### config.mk
export PLATFORM = sky130hd
export DESIGN_NAME = if_stage
export DESIGN_NICKNAME = d
export VERILOG_FILES = /design/src/rtl/if_stage.sv
export SDC_FILE = /design/constraint.sdc
export NUM_CORES = 1
export LEC_CHECK = 0
export BUFFER_PORTS_ARGS = -buffer_cell sky130_fd_sc_hd__buf_2
export CAP_MARGIN = 40
export CORE_MARGIN = 2
export CORE_UTILIZATION = 45
export DETAILED_ROUTE_END_ITERATION = 12
export HOLD_SLACK_MARGIN = 0.05
export PLACE_DENSITY = 0.68
export SKIP_LAST_GASP = 1
export SYNTH_ARGS = -nofsm -noshare
export SYNTH_HDL_FRONTEND = slang
export SYNTH_SLANG_ARGS = --single-unit
### constraint.sdc
create_clock -name clk -period 2.2 [get_ports clk]
set_input_delay 0.44 -clock clk [delete_from_list [all_inputs] [get_ports clk]]
set_output_delay 0.44 -clock clk [all_outputs]
set_load 0.01 [all_outputs]
### src/rtl/if_stage.sv
// rtl/if_stage.sv - instruction fetch stage: PC, memory req/ack fetch, IF/ID register
// A skid buffer keeps a word that arrives during a pause, so memory is never re-read.
module if_stage #(
  parameter logic [15:0] RESET_PC  = 16'h0000,
  parameter logic [15:0] NOP_INSTR = 16'h0800
) (
  input  logic        clk,
  input  logic        rst,
  input  logic        ifi_branch,
  input  logic [15:0] ifi_new_pc,
  input  logic        ifi_pause,
  input  logic        ifi_flush,
  input  logic [15:0] ifi_flush_pc,
  output logic        ifo_mem_req,
  output logic [15:0] ifo_mem_addr,
  input  logic        ifi_mem_ack,
  input  logic [15:0] ifi_mem_data,
  output logic [15:0] ifo_addr,
  output logic [15:0] ifo_instr,
  output logic        ifo_valid
);

  typedef enum logic {FETCH, HOLD} state_t;

  state_t      state;
  logic [15:0] pc;
  logic        hold_valid;
  logic [15:0] hold_addr;
  logic [15:0] hold_instr;
  logic        redir_pending;
  logic [15:0] redir_pc;

  logic        branch_taken;
  logic [15:0] pc_inc;
  logic [15:0] pc_seq;

  assign branch_taken = ifi_branch && ifo_valid;
  assign pc_inc       = pc + 16'd1;
  // A branch seen while the delay-slot fetch was waiting takes effect after that fetch.
  assign pc_seq       = redir_pending ? redir_pc : pc_inc;

  assign ifo_mem_req  = (state == FETCH) && !rst;
  assign ifo_mem_addr = pc;

  always_ff @(posedge clk) begin
    if (rst) begin
      state         <= FETCH;
      pc            <= RESET_PC;
      ifo_addr      <= 16'h0000;
      ifo_instr     <= NOP_INSTR;
      ifo_valid     <= 1'b0;
      hold_valid    <= 1'b0;
      hold_addr     <= 16'h0000;
      hold_instr    <= NOP_INSTR;
      redir_pending <= 1'b0;
      redir_pc      <= 16'h0000;
    end else if (ifi_flush) begin
      state         <= FETCH;
      pc            <= ifi_flush_pc;
      ifo_instr     <= NOP_INSTR;
      ifo_valid     <= 1'b0;
      hold_valid    <= 1'b0;
      redir_pending <= 1'b0;
    end else if (ifi_pause) begin
      if (state == FETCH && ifi_mem_ack) begin
        hold_valid    <= 1'b1;
        hold_addr     <= pc;
        hold_instr    <= ifi_mem_data;
        pc            <= pc_seq;
        redir_pending <= 1'b0;
        state         <= HOLD;
      end
    end else if (state == FETCH) begin
      if (ifi_mem_ack) begin
        ifo_addr      <= pc;
        ifo_instr     <= ifi_mem_data;
        ifo_valid     <= 1'b1;
        pc            <= branch_taken ? ifi_new_pc : pc_seq;
        redir_pending <= 1'b0;
      end else begin
        ifo_instr <= NOP_INSTR;
        ifo_valid <= 1'b0;
        if (branch_taken) begin
          redir_pending <= 1'b1;
          redir_pc      <= ifi_new_pc;
        end
      end
    end else begin
      ifo_addr   <= hold_addr;
      ifo_instr  <= hold_instr;
      ifo_valid  <= hold_valid;
      hold_valid <= 1'b0;
      if (branch_taken) begin
        pc <= ifi_new_pc;
      end
      state <= FETCH;
    end
  end

endmodule

# After elaboration in Yosys (flattened, before gate mapping)

Index checks and enable logic that the tools add are counted.
Widths: inputs -> output; s select.

ROM bits: 0
Logic and storage cells: 57
Memory bits (writable): 0
Output and inout port bits: 50
Latch bits: 0
Input port bits: 54
Register bits after elaboration: 100
Memories kept: 0

Multipliers: 0
Div/mod/pow operators: 0
Bitwise operators: 4
Shift-type cells: 0
Add/subtract/negate cells: 1
Equal/unequal tests: 4
Reduce and logical (&&, ||, !) cells: 16
$lt $le $gt $ge: 0
Muxes and demuxes: 22

Operator list:

| cell                  | number |
|---|---|
| $mux 16               | 12 |
| $add 16x1->16 const B | 1 |
| $reduce_and 3->1      | 4 |
| $mux 1                | 10 |
| $reduce_and 5->1      | 1 |
| $ne 4x3->1 const B    | 1 |
| $not 1->1             | 4 |
| $reduce_bool 2->1     | 2 |
| $reduce_bool 4->1     | 1 |
| $logic_and 1x1->1     | 3 |
| $ne 3x1->1 const B    | 1 |
| $reduce_bool 3->1     | 1 |
| $reduce_or 3->1       | 1 |
| $ne 2x1->1 const B    | 1 |
| $ne 2x2->1 const B    | 1 |
| $reduce_and 2->1      | 1 |
| $reduce_or 2->1       | 1 |
| $logic_not 1->1       | 1 |

# Depth between registers and ports, before layout

Word-level depth: 7
Mapped depth: 7
Mapped depth without buffers: 6

# Worst setup path before layout

OpenSTA, ideal clock, no wires.

Path type: input-to-reg
Start: input ifi_pause
End: register pc[7], in the netlist ifo_mem_addr[7]
Setup time: 0.122 ns
Required time: 2.078 ns
Path slack: 0.495 ns
Cell stages on the path: 6
Buffers on the path: 1
Arrival time: 1.582 ns
Cells stage by stage: buf_2 > and3b_1 > a211oi_4 > or4_1 > o21ai_1 > a211oi_1

Word-level cells in the longest chain between the ends: 2
Elaborated cells on any way between the ends: 6
Classes of those cells: eq/ne: 2; mux: 2; reduce/logical: 2

Ends and longest elaborated chain:

| element                                                      | RTL line | text |
|---|---|---|
| start: declaration                                           | 11       | `input logic ifi_pause,` |
| $ne 4x3->1 (no source line), or another cell as far along    | --       |  |
| $reduce_and 3->1 (no source line) or $mux 16 (tied branches) | --       |  |
| end signal: assignment                                       | 59       | `pc <= ifi_flush_pc;` |
| end signal: assignment                                       | 69       | `pc <= pc_seq;` |
| end signal: assignment                                       | 78       | `pc <= branch_taken ? ifi_new_pc : pc_seq;` |
| end: declaration                                             | 26       | `logic [15:0] pc;` |

Several ways; a longest one is shown, not always the timed one.
A chain may end at the register's enable or synchronous reset.

# Worst setup path in the final report

Start: register state
End: output ifo_mem_req

Word-level cells in the longest chain between the ends: 2

Ends and longest elaborated chain:

| element                  | RTL line | text |
|---|---|---|
| start: declaration       | 25       | `state_t state;` |
| start signal: assignment | 47       | `state <= FETCH;` |
| start signal: assignment | 58       | `state <= FETCH;` |
| start signal: assignment | 71       | `state <= HOLD;` |
| $not 1->1                | --       |  |
| $logic_and 1x1->1        | 42       | `assign ifo_mem_req = (state == FETCH) && !rst;` |
| end: declaration         | 14       | `output logic ifo_mem_req,` |

Every way passes these cells.

==> impl_metrics.env <==
export IMPL_portBuffers=103
export IMPL_initial_core_util_pct=46.8
export IMPL_async_flop_share_pct=0
export IMPL_die_area_um2=11000
export IMPL_synth_top_cell_by_area="dfxtp_1"
export IMPL_ys_types=53
export IMPL_critPathSlowestCell="dfxtp_2"
export IMPL_grt_overflow=0
export IMPL_cts_hold_buf=0
export IMPL_hold_end="redir_pc[1]"
export IMPL_track_usage_pct=23.0
export IMPL_setup_viol=0
export IMPL_worst_pin_slew_ns=0.504
export IMPL_num_rows=36
export IMPL_drv_slew=0
export IMPL_routed_via_count=4527
export IMPL_clkTransAtPathRegs_ns=0.10
export IMPL_critPathTopFamily="buffers and inverters"
export IMPL_rrSetupSlack_ns=0.29
export IMPL_layout_cells_non_filler=812
export IMPL_slew_headroom_pct=66.4
export IMPL_grt_max_degree=37
export IMPL_yosysTopAreaCellShare_pct=43.6
export IMPL_mappedNetlistArea_um2=4590
export IMPL_p_clk_share_pct=31.1
export IMPL_die_height_um=105
export IMPL_hold_viol=0
export IMPL_cts_root_buf="clkbuf_8"
export IMPL_synth_most_common_cell="nand2_1"
export IMPL_drcViolationCount=0
export IMPL_ant_nets=0
export IMPL_syn_area_per_cell_um2=7.92
export IMPL_cp_cell_sequence="buf_6 > buf_6 > nor2_1 > buf_2"
export IMPL_skew_ns=0.00869
export IMPL_hold_class="in2reg"
export IMPL_pwr_share_seq_pct=54.2
export IMPL_power_density_nw_per_um2=647
export IMPL_route_final_wire_length_um=12800
export IMPL_grt_pass1_vias=4075
export IMPL_rsz0062_at_grt="no"
export IMPL_crit_fanout=36
export IMPL_dp_cells=796
export IMPL_drtIter0Drc=257
export IMPL_yosysSeqAreaShare_pct=43.6
export IMPL_period_minus_slack_ns=2.05
export IMPL_fin_crit_sh_pct=93.1
export IMPL_p_comb_share_pct=14.6
export IMPL_synth_cells=580
export IMPL_synthTopCellsByCount="nand2_1 (123), dfxtp_1 (100), a21oi_1 (88)"
export IMPL_crit_type="reg2out"
export IMPL_synth_nets=635
export IMPL_ys_warn_count=0
export IMPL_pin_count=104
export IMPL_clock_sinks=100
export IMPL_ir_worst_vdd_uv=333
export IMPL_rr_startpoint="state"
export IMPL_tns_ns=0
export IMPL_fmax_ghz=0.488
export IMPL_final_nets=729
export IMPL_ys_ff_latch=100
export IMPL_antenna_found_initial=0
export IMPL_slowest_delay_ns=0.48
export IMPL_p_leak_nw=2.11
export IMPL_areaGrowthSynthToFinish_pct=19.8
export IMPL_synth_edf_count=0
export IMPL_critPathRequiredTime_ns=1.76
export IMPL_startpoint_type="register"
export IMPL_dieWidth_um=105
export IMPL_cts_path_max_buffers=2
export IMPL_synthFlopType="dfxtp_1"
export IMPL_final_util_pct=56.0
export IMPL_insertion_delay_ns=0.38
export IMPL_p_sw_mw=1.02
export IMPL_grt_pass1_wl_um=20400
export IMPL_routabilityCongestion=0.906
export IMPL_dp_hpwl_um=9050
export IMPL_crit_path_frequent_cell="buf_6"
export IMPL_cts_tree="done"
export IMPL_regArea_um2=2000
export IMPL_crit_buf_inv=3
export IMPL_multi_input_area_um2=2380
export IMPL_holdPathStages=3
export IMPL_arrival_ns=1.61
export IMPL_r2r_end="ifo_mem_addr[14]"
export IMPL_drt_wirelength_per_cell_um=15.7
export IMPL_run_status="completed"
export IMPL_routed_via_density=5.58
export IMPL_drv_cap=0
export IMPL_post_cts_setup_buffers=0
export IMPL_htree_levels=3
export IMPL_cts_inserted_buffers=9
export IMPL_core_area_um2=9820
export IMPL_antennaDiodeCount=0
export IMPL_drive_above_1_share_pct=22.2
export IMPL_firstDrtPassIters=6
export IMPL_fill_cells=999
export IMPL_worstHoldStart="ifi_new_pc[1]"
export IMPL_synth_area_top_cells="dfxtp_1 (44%), nand2_1 (10%), a21oi_1 (9.6%)"
export IMPL_r2r_cells=6
export IMPL_internal_power_mw=2.54
export IMPL_critPathCaptureType="primary output"
export IMPL_switching_share_pct=28.6
[tightest hold or removal path: stages]
cell and delay, ns:
buf_2 0.11, nand2_1 0.05, a21oi_1 0.05
[layout make-up]
| type | count | area share (%) |
|---|---|---|
| multi-input combinational | 428 | 43.3 |
| sequential | 100 | 36.4 |
| timing repair buffer | 130 | 13.7 |
| tap | 133 | 3.03 |
| clock buffer | 11 | 2.57 |
| clock inverter | 5 | 0.660 |
| inverter | 5 | 0.341 |
[logic make-up (layout without fill, tap and decap cells)]
family          Yosys count  in the layout  synth area share, %
simple gates            238            238                 23.6
compound gates          161            161                 22.0
flops                   100            100                 43.6
buf+inv                  52            151                 4.66
mux                      19             19                 4.14
xor+xnor                  9              9                 1.72
fa+ha+maj                 1              1                0.272
[flip-flops by register name (all words and copies together) (netlist names)]
signal         count
state              1
ifo_addr          16
hold_addr         16
redir_pc          16
hold_instr        16
ifo_mem_addr      16
ifo_instr         16
ifo_valid          1
redir_pending      1
hold_valid         1
[routing by layer]
| layer | vias up | global-route usage, % | part of all wire (%) | wire, µm |
|---|---|---|---|---|
| li1 | 2222 | - | - | - |
| met1 | 2095 | 31.5 | 45 | 5750 |
| met2 | 190 | 35.3 | 45 | 5730 |
| met3 | 20 | 4.49 | 7.9 | 1000 |
| met4 | 0 | 9.52 | 2.1 | 273 |
| met5 | - | 0 | 0 | 0 |
[power groups by stage]
stage / Sequential [mW] / Clock [mW] / Combinational (mW)
after global routing: 1.94 / 1.20 / 0.568
after global placement: 1.97 / 0 / 0.509
after CTS: 1.93 / 1.12 / 0.517
final: 1.93 / 1.11 / 0.520
after detailed placement: 1.97 / 0 / 0.513
after floorplan: 1.99 / 0 / 0.270
[how the worst max path moves through the flow]
stage	from	to	slack, ns	depth (start not counted)
CTS	state	ifo_mem_req	0.07	4
finish	state	ifo_mem_req	0.15	4
global route	state	ifo_mem_req	0.08	4
detailed placement	ifi_branch	ifo_mem_addr[14]	0.25	7
global placement	ifi_pause	ifo_mem_addr[7]	0.28	7
floorplan	ifi_pause	ifo_mem_addr[7]	0.50	6
[placed cells by master, fill, tap and decap left out, types with 3 or more instances in the layout]
| master | instances |
|---|---|
| o22ai_1 | 3 |
| a21oi_1 | 88 |
| buf_2 | 103 |
| nand2b_1 | 4 |
| mux2i_1 | 19 |
| o21ai_0 | 7 |
| and3_1 | 7 |
| nand2_1 | 123 |
| clkbuf_8 | 10 |
| nand4_1 | 4 |
| a22oi_1 | 5 |
| a211o_1 | 3 |
| inv_1 | 4 |
| nand3b_1 | 17 |
| o221ai_1 | 6 |
| dfxtp_1 | 99 |
| buf_4 | 23 |
| nor3_1 | 10 |
| o211ai_1 | 6 |
| a211oi_1 | 25 |
| xnor2_1 | 7 |
| nor2_1 | 51 |
| nand3_1 | 8 |
[what timing repair did]
item	in CTS	in global routing
setup endpoints to repair	1	1
cloned	0	0
resized for setup	1	1
pin swaps	0	0
[metrics by stage]
| stage | worst slack (ns) | hold WS (ns) | power [mW] | cell area, µm² |
|---|---|---|---|---|
| floorplan | 0.495 | 0.431 | 2.26 | 4590 |
| global placement | 0.276 | 0.441 | 2.47 | 5310 |
| detailed placement | 0.248 | 0.447 | 2.48 | 5310 |
| CTS | 0.0661 | 0.296 | 3.57 | 5500 |
| global route | 0.0763 | 0.308 | 3.70 | 5500 |
| finish | 0.152 | 0.303 | 3.56 | 5500 |
(Power assumes the default switching activity.)
